$ cat config.mk
export PLATFORM = sky130hd
export DESIGN_NAME = press_classifier
export DESIGN_NICKNAME = d
export VERILOG_FILES = /design/src/rtl/press_pkg.sv /design/src/rtl/key_filter.sv /design/src/rtl/press_classifier.sv
export SDC_FILE = /design/constraint.sdc
export NUM_CORES = 1
export LEC_CHECK = 0
export CELL_PAD_IN_SITES_DETAIL_PLACEMENT = 1
export CELL_PAD_IN_SITES_GLOBAL_PLACEMENT = 1
export CORE_ASPECT_RATIO = 1.4
export CORE_MARGIN = 2
export CORE_UTILIZATION = 44
export DETAILED_ROUTE_END_ITERATION = 8
export GPL_TIMING_DRIVEN = 0
export PLACE_DENSITY_LB_ADDON = 0.1
export SLEW_MARGIN = 25
export SYNTH_ARGS = -nofsm -noshare
export SYNTH_HDL_FRONTEND = slang
export SYNTH_HIERARCHICAL = 1
export SYNTH_SLANG_ARGS = --single-unit
export TNS_END_PERCENT = 1
$ cat constraint.sdc
create_clock -name clk -period 2.3 [get_ports clk]
set_clock_uncertainty 0.05 [all_clocks]
set_input_delay 0.46 -clock clk [delete_from_list [all_inputs] [get_ports clk]]
set_output_delay 0.46 -clock clk [all_outputs]
set_load 0.005 [all_outputs]
$ cat src/rtl/press_pkg.sv
// Shared types and helpers for the push-button gesture classifier.
// The mode controller reuses pulse_t to name the gesture it was given.
package press_pkg;

  // Classifier FSM states.
  typedef enum logic [2:0] {
    IDLE,
    PRESS1,
    LONG_HELD,
    GAP,
    PRESS2
  } state_t;

  // Gesture kinds; at most one is signalled per cycle.
  typedef enum logic [1:0] {
    PULSE_NONE,
    PULSE_SHORT,
    PULSE_LONG,
    PULSE_DOUBLE
  } pulse_t;

  // Convert a duration in milliseconds to clock cycles.
  function automatic int ms_to_cycles(input int clk_freq_hz, input int ms);
    return clk_freq_hz / 1000 * ms;
  endfunction

  function automatic int max_int(input int a, input int b);
    return (a > b) ? a : b;
  endfunction

endpackage

$ cat src/rtl/key_filter.sv
// Two-flop synchroniser plus debounce counter for the raw key.
// key_level only changes after key_sync has disagreed with it for
// DB_CYCLES consecutive cycles; key_press / key_release are registered
// edge strobes of key_level, one cycle after the level change.
module key_filter #(
  parameter int DB_CYCLES = 4
) (
  input  logic clk,
  input  logic rst_n,
  input  logic key_in,
  output logic key_level,
  output logic key_press,
  output logic key_release
);

  localparam int CW = $clog2(DB_CYCLES + 1);
  localparam logic [CW-1:0] CNT_LAST = CW'(DB_CYCLES - 1);

  logic          sync1_q, sync1_d;
  logic          sync2_q, sync2_d;
  logic [CW-1:0] cnt_q, cnt_d;
  logic          level_q, level_d;
  logic          level_dly_q, level_dly_d;
  logic          press_q, press_d;
  logic          release_q, release_d;

  // Debounce: count disagreement cycles, toggle the level on the last one.
  always_comb begin
    sync1_d     = key_in;
    sync2_d     = sync1_q;
    cnt_d       = '0;
    level_d     = level_q;
    level_dly_d = level_q;
    if (sync2_q != level_q) begin
      if (cnt_q == CNT_LAST) begin
        level_d = ~level_q;
      end else begin
        cnt_d = cnt_q + 1'b1;
      end
    end
    press_d   = level_q & ~level_dly_q;
    release_d = ~level_q & level_dly_q;
  end

  // Synchroniser, debounce state and edge strobes.
  always_ff @(posedge clk or negedge rst_n) begin
    if (!rst_n) begin
      sync1_q     <= 1'b0;
      sync2_q     <= 1'b0;
      cnt_q       <= '0;
      level_q     <= 1'b0;
      level_dly_q <= 1'b0;
      press_q     <= 1'b0;
      release_q   <= 1'b0;
    end else begin
      sync1_q     <= sync1_d;
      sync2_q     <= sync2_d;
      cnt_q       <= cnt_d;
      level_q     <= level_d;
      level_dly_q <= level_dly_d;
      press_q     <= press_d;
      release_q   <= release_d;
    end
  end

  assign key_level   = level_q;
  assign key_press   = press_q;
  assign key_release = release_q;

endmodule

$ cat src/rtl/press_classifier.sv
// Classifies debounced button gestures into short, long and double
// presses, emitting one registered single-cycle pulse per gesture.
module press_classifier
  import press_pkg::*;
#(
  parameter int CLK_FREQ_HZ   = 50_000_000,
  parameter int DEBOUNCE_MS   = 20,
  parameter int LONG_MS       = 1000,
  parameter int DOUBLE_GAP_MS = 300
) (
  input  logic clk,
  input  logic rst_n,
  input  logic key_in,
  output logic key_level,
  output logic short_pulse,
  output logic long_pulse,
  output logic double_pulse,
  output logic busy
);

  localparam int DB_CYCLES   = ms_to_cycles(CLK_FREQ_HZ, DEBOUNCE_MS);
  localparam int LONG_CYCLES = ms_to_cycles(CLK_FREQ_HZ, LONG_MS);
  localparam int GAP_CYCLES  = ms_to_cycles(CLK_FREQ_HZ, DOUBLE_GAP_MS);
  localparam int TW          = $clog2(max_int(LONG_CYCLES, GAP_CYCLES)) + 1;
  localparam logic [TW-1:0] LONG_LAST = TW'(LONG_CYCLES - 1);
  localparam logic [TW-1:0] GAP_LAST  = TW'(GAP_CYCLES - 1);

  if (DB_CYCLES < 1 || LONG_CYCLES < 1 || GAP_CYCLES < 1) begin : g_bad_params
    $error("press_classifier: derived cycle counts must all be >= 1");
  end

  logic key_press;
  logic key_release;

  key_filter #(
    .DB_CYCLES (DB_CYCLES)
  ) u_key_filter (
    .clk         (clk),
    .rst_n       (rst_n),
    .key_in      (key_in),
    .key_level   (key_level),
    .key_press   (key_press),
    .key_release (key_release)
  );

  state_t          state_q, state_d;
  logic [TW-1:0]   timer_q, timer_d;
  logic [TW-1:0]   timer_inc;
  pulse_t          pulse;
  logic            short_q, long_q, double_q, busy_q;

  // Next-state, timer and gesture decision. Within PRESS1/PRESS2 a release
  // beats the long timeout; within GAP a press beats the gap timeout.
  always_comb begin
    state_d   = state_q;
    timer_d   = timer_q;
    pulse     = PULSE_NONE;
    timer_inc = (&timer_q) ? timer_q : timer_q + 1'b1;
    case (state_q)
      IDLE: begin
        if (key_press) begin
          state_d = PRESS1;
          timer_d = '0;
        end
      end
      PRESS1: begin
        if (key_release) begin
          state_d = GAP;
          timer_d = '0;
        end else if (timer_q == LONG_LAST) begin
          pulse   = PULSE_LONG;
          state_d = LONG_HELD;
        end else begin
          timer_d = timer_inc;
        end
      end
      LONG_HELD: begin
        if (key_release) state_d = IDLE;
      end
      GAP: begin
        if (key_press) begin
          state_d = PRESS2;
          timer_d = '0;
        end else if (timer_q == GAP_LAST) begin
          pulse   = PULSE_SHORT;
          state_d = IDLE;
        end else begin
          timer_d = timer_inc;
        end
      end
      PRESS2: begin
        if (key_release) begin
          pulse   = PULSE_DOUBLE;
          state_d = IDLE;
        end else if (timer_q == LONG_LAST) begin
          pulse   = PULSE_LONG;
          state_d = LONG_HELD;
        end else begin
          timer_d = timer_inc;
        end
      end
      default: state_d = IDLE;
    endcase
  end

  // FSM state, timer and registered outputs.
  always_ff @(posedge clk or negedge rst_n) begin
    if (!rst_n) begin
      state_q  <= IDLE;
      timer_q  <= '0;
      short_q  <= 1'b0;
      long_q   <= 1'b0;
      double_q <= 1'b0;
      busy_q   <= 1'b0;
    end else begin
      state_q  <= state_d;
      timer_q  <= timer_d;
      short_q  <= (pulse == PULSE_SHORT);
      long_q   <= (pulse == PULSE_LONG);
      double_q <= (pulse == PULSE_DOUBLE);
      busy_q   <= (state_d != IDLE);
    end
  end

  assign short_pulse  = short_q;
  assign long_pulse   = long_q;
  assign double_pulse = double_q;
  assign busy         = busy_q;

endmodule
==> results of run 1 <==
==> worst paths after layout <==
kind | start | cells after the start | endpoint
worst max-delay path | timer_q[13] | 6 | timer_q[6]
worst min-delay path | u_key_filter/sync1_q | 0 | u_key_filter/sync2_q
worst max register to register | timer_q[13] | 6 | timer_q[6]
worst min register to register | u_key_filter/sync1_q | 0 | u_key_filter/sync2_q
max in group asynchronous | rst_n | 3 | timer_q[9]
min in group asynchronous | rst_n | 2 | short_pulse
==> stage by stage <==
stage | total power (W) | setup slack, ps | TNS [ps]
floorplan | 0.00110 | 89.1 | 0
detailed placement | 0.00113 | -483 | -8000
CTS | 0.00230 | -115 | -973
finish | 0.00228 | -126 | -154
global placement | 0.00113 | -1300 | -83870
global route | 0.00234 | -150 | -648
==> per-layer routing <==
| layer | up-vias | share of wire | wire, um | GRT usage |
|---|---|---|---|---|
| li1 | 1472 | - | - | - |
| met1 | 1583 | 0.41 | 4200 | 0.292 |
| met2 | 59 | 0.54 | 5510 | 0.448 |
| met3 | 24 | 0.024 | 244 | 0.0290 |
| met4 | 0 | 0.032 | 330 | 0.132 |
| met5 | - | 0 | 0 | 0 |
==> placed cells by master (no fill, tap or decap), drive strengths merged, types with 3 or more instances in the layout <==
| cell type | Yosys | routed |
|---|---|---|
| nand2b | 8 | 8 |
| and3 | 8 | 8 |
| nor2 | 34 | 34 |
| clkdlybuf4s50 | 0 | 6 |
| inv | 10 | 10 |
| nand3 | 21 | 21 |
| xnor2 | 9 | 9 |
| o21a | 3 | 3 |
| clkbuf | 3 | 13 |
| a21oi | 31 | 31 |
| nor3 | 11 | 11 |
| xor2 | 8 | 8 |
| or3 | 11 | 11 |
| nor2b | 4 | 4 |
| a211o | 4 | 4 |
| nand2 | 25 | 25 |
| or4 | 5 | 5 |
| nand4 | 8 | 8 |
| o41ai | 3 | 3 |
| o31ai | 3 | 3 |
| dfrtp | 60 | 60 |
| buf | 7 | 34 |
| nor4 | 13 | 13 |
| a31oi | 4 | 4 |
| a21o | 5 | 5 |
| or2 | 3 | 3 |
| and4 | 6 | 6 |
| bufinv | 0 | 3 |
| o21ai | 31 | 31 |
==> power groups by stage <==
stage                     Sequential, W  Clock, W  Combinational, W
after floorplan                 0.00108         0         0.0000129
after CTS                       0.00107   0.00119         0.0000480
final                           0.00107   0.00117         0.0000457
after global routing            0.00107   0.00122         0.0000531
after global placement          0.00109         0         0.0000420
after detailed placement        0.00109         0         0.0000463
==> kinds of logic (layout without fill, tap and decap cells) <==
family                     after synthesis  in the layout  synth area share
adders and majority gates                2              2           0.00722
muxes                                    2              2           0.00614
buffers and inverters                   20             69            0.0289
DFF                                     60             60             0.433
and+or+nand+nor                        167            167             0.278
AOI/OAI and AO/OA                      102            102             0.203
xor gates and xnor gates                17             17            0.0430
==> final cells by class <==
type                            count  area (sq um)
Buffer                              9          81.3
Clock buffer                       10           138
Clock inverter                      5           100
Fill cell                         892          3390
Inverter                           10          37.5
Multi-Input combinational cell    290          2010
Sequential cell                    60          1510
Tap cell                          100           125
Timing Repair Buffer               35           309
==> what timing repair did <==
| item | in CTS | in global routing |
|---|---|---|
| cloned | 0 | 0 |
| endpoints found under the hold margin | 24 | 0 |
| setup buffers | 13 | 13 |
| pin swaps | 10 | 16 |
| setup endpoints to repair | 28 | 38 |
| hold buffers | 1 | 0 |
| resized for setup | 31 | 19 |
==> cell usage after synthesis (3+ instances only) <==
cell type,n,area (sq um)
or4_1,3,22.5
o31ai_1,3,22.5
clkbuf_1,3,11.3
a211o_1,3,26.3
nand2_1,25,93.8
nor2b_1,4,25.0
and3_1,7,43.8
xnor2_1,9,78.8
nand4_1,8,50.1
or3_1,7,43.8
dfrtp_1,60,1500
and4_1,5,43.8
nor4_1,10,62.6
o21ai_0,25,125
a31oi_1,4,25.0
or3_2,4,30.0
buf_2,5,25.0
nor2_1,34,128
o21ai_1,3,15.0
nor3_1,11,55.1
inv_1,10,37.5
a21o_1,5,37.5
xor2_1,8,70.1
a21oi_1,31,155
nand2b_1,8,50.1
nand3_1,19,95.1
==> out/metrics.yaml, run 1 <==
critical_path:
  crit_path_top_delay_cell: "nor4_2"
  reg2reg_slack_ps: -130
  cp.arrival_ps: 2620
  path_common_cell: "a21oi_1"
  cp_max_fo: 7
  critical_path_required_ps: 2490
  max_stage_delay_ps: 590
  critical_path_class: "register to register"
  cp-start-kind: "register"
  crit_path_cell_trace: "nand4_1 -> nor4_2 -> nand2_1 -> a21oi_1 -> a21oi_1 -> o21ai_0"
  crit_path_end_kind: "register"
  path_delay_family: "simple AND/OR/NAND/NOR gates"
  worstPathBufferInverterCount: 0
finish:
  utilization: 0.559
  areaGrowthSynthToFinish_pct: 24.3
  final_cell_count_no_fill: 519
  final_nets: 420
  largest_register_ffs: 27
  regMostFlops: "timer_q"
  reg.largest.list: "timer_q: 27 flops, u_key_filter/cnt_q: 20 flops, state_q: 3 flops"
  drive_above_1_share: 0.239
  final_cell_area_sq_um: 4310
  antenna_cells: 0
placed_design:
  post_dp_cell_area_sq_um: 3680
  gp_congestion: 0.897
  dp_cells: 478
  dp_hpwl_um: 6960
  io_buffers: 7
power:
  net-switching-power_w: 0.000464
  seqPwrFrac: 0.468
  p_comb_frac: 0.020
  sw_frac_of_total: 0.204
  leakagePower_nw: 1.68
  power_density_nw_per_um2: 529
  p_clk_frac: 0.512
  p_int_w: 0.00181
  ir_drop_v: 0.000379
synth:
  synthArstFlopShare: 1.00
  synthCells: 370
  synth_warnings: 6
  ys_seq_area_frac: 0.433
  yosysUniqueCellTypes: 68
  synth_edf_count: 0
  synth_area_per_cell_sq_um: 9.36
  synth_seq_cells: 60
  synth_flop_cell: "dfrtp_1"
  syn_nets: 375
  syn_area_sq_um: 3460
drt:
  drt-total-wl_um: 10300
  drt_iter0_drc: 198
  routed_via_density: 6.05
  ant_nets: 0
  drcViolationCount: 0
  routedWlPerCell_um: 19.8
  dr.pass1.iters: 4
  num_vias: 3138
clock_tree:
  tritoncts: "done"
  clk_pin_slew_worst_paths_ps: 70
  h-tree-depth: 3
  root_buffer: "clkbuf_8"
  clock_path_buffers: 2
  cts_inserted_buffers: 9
  cts_sinks: 60
  clk_latency_ps: 360
worst_hold_path:
  min_path_type: "register to register"
floorplanning:
  initial_core_util: 0.450
  pin_count: 8
  rows: 38
  die_area_sq_um: 8610
  die_x_um: 79.0
  die-height_um: 109
  core_sq_um: 7700
timing:
  maxSlewViolCount: 0
  finalCritPeriodShare: 1.05
  finalWorstSetupSlack_ps: -126
  whs_ps: 305
  fmax_mhz: 412
  tightest_slew_ps: 661
  finalSetupViolCount: 3
  fin_crit_ps: 2430
  slew_headroom: 0.558
  hold_viol: 0
  rsz0062_at_grt: "true"
global_route:
  grt_overflow_total: 0
  grt_pass1_wl_um: 16400
  track_usage: 0.251
  antenna_found_initial: 0
  grt_max_degree: 37
  grt_pass1_vias: 3211
outcome:
  violations: "setup timing"
  status: "finished with violations"
run:
  maxCapViolCount: 0
No activity file was read; power rests on OpenSTA's default activity.
==> run 2, diff against run 1 <==
==> constraint.sdc (replaced) <==
create_clock -name clk -period 2.3 [get_ports clk]
set_clock_uncertainty 0.05 [all_clocks]
set_input_delay 0.345 -clock clk [delete_from_list [all_inputs] [get_ports clk]]
set_output_delay 0.345 -clock clk [all_outputs]
set_load 0.005 [all_outputs]
==> results of run 2 <==
Same layout as run 1 (identical final DEF). Status: finished with violations: setup timing.
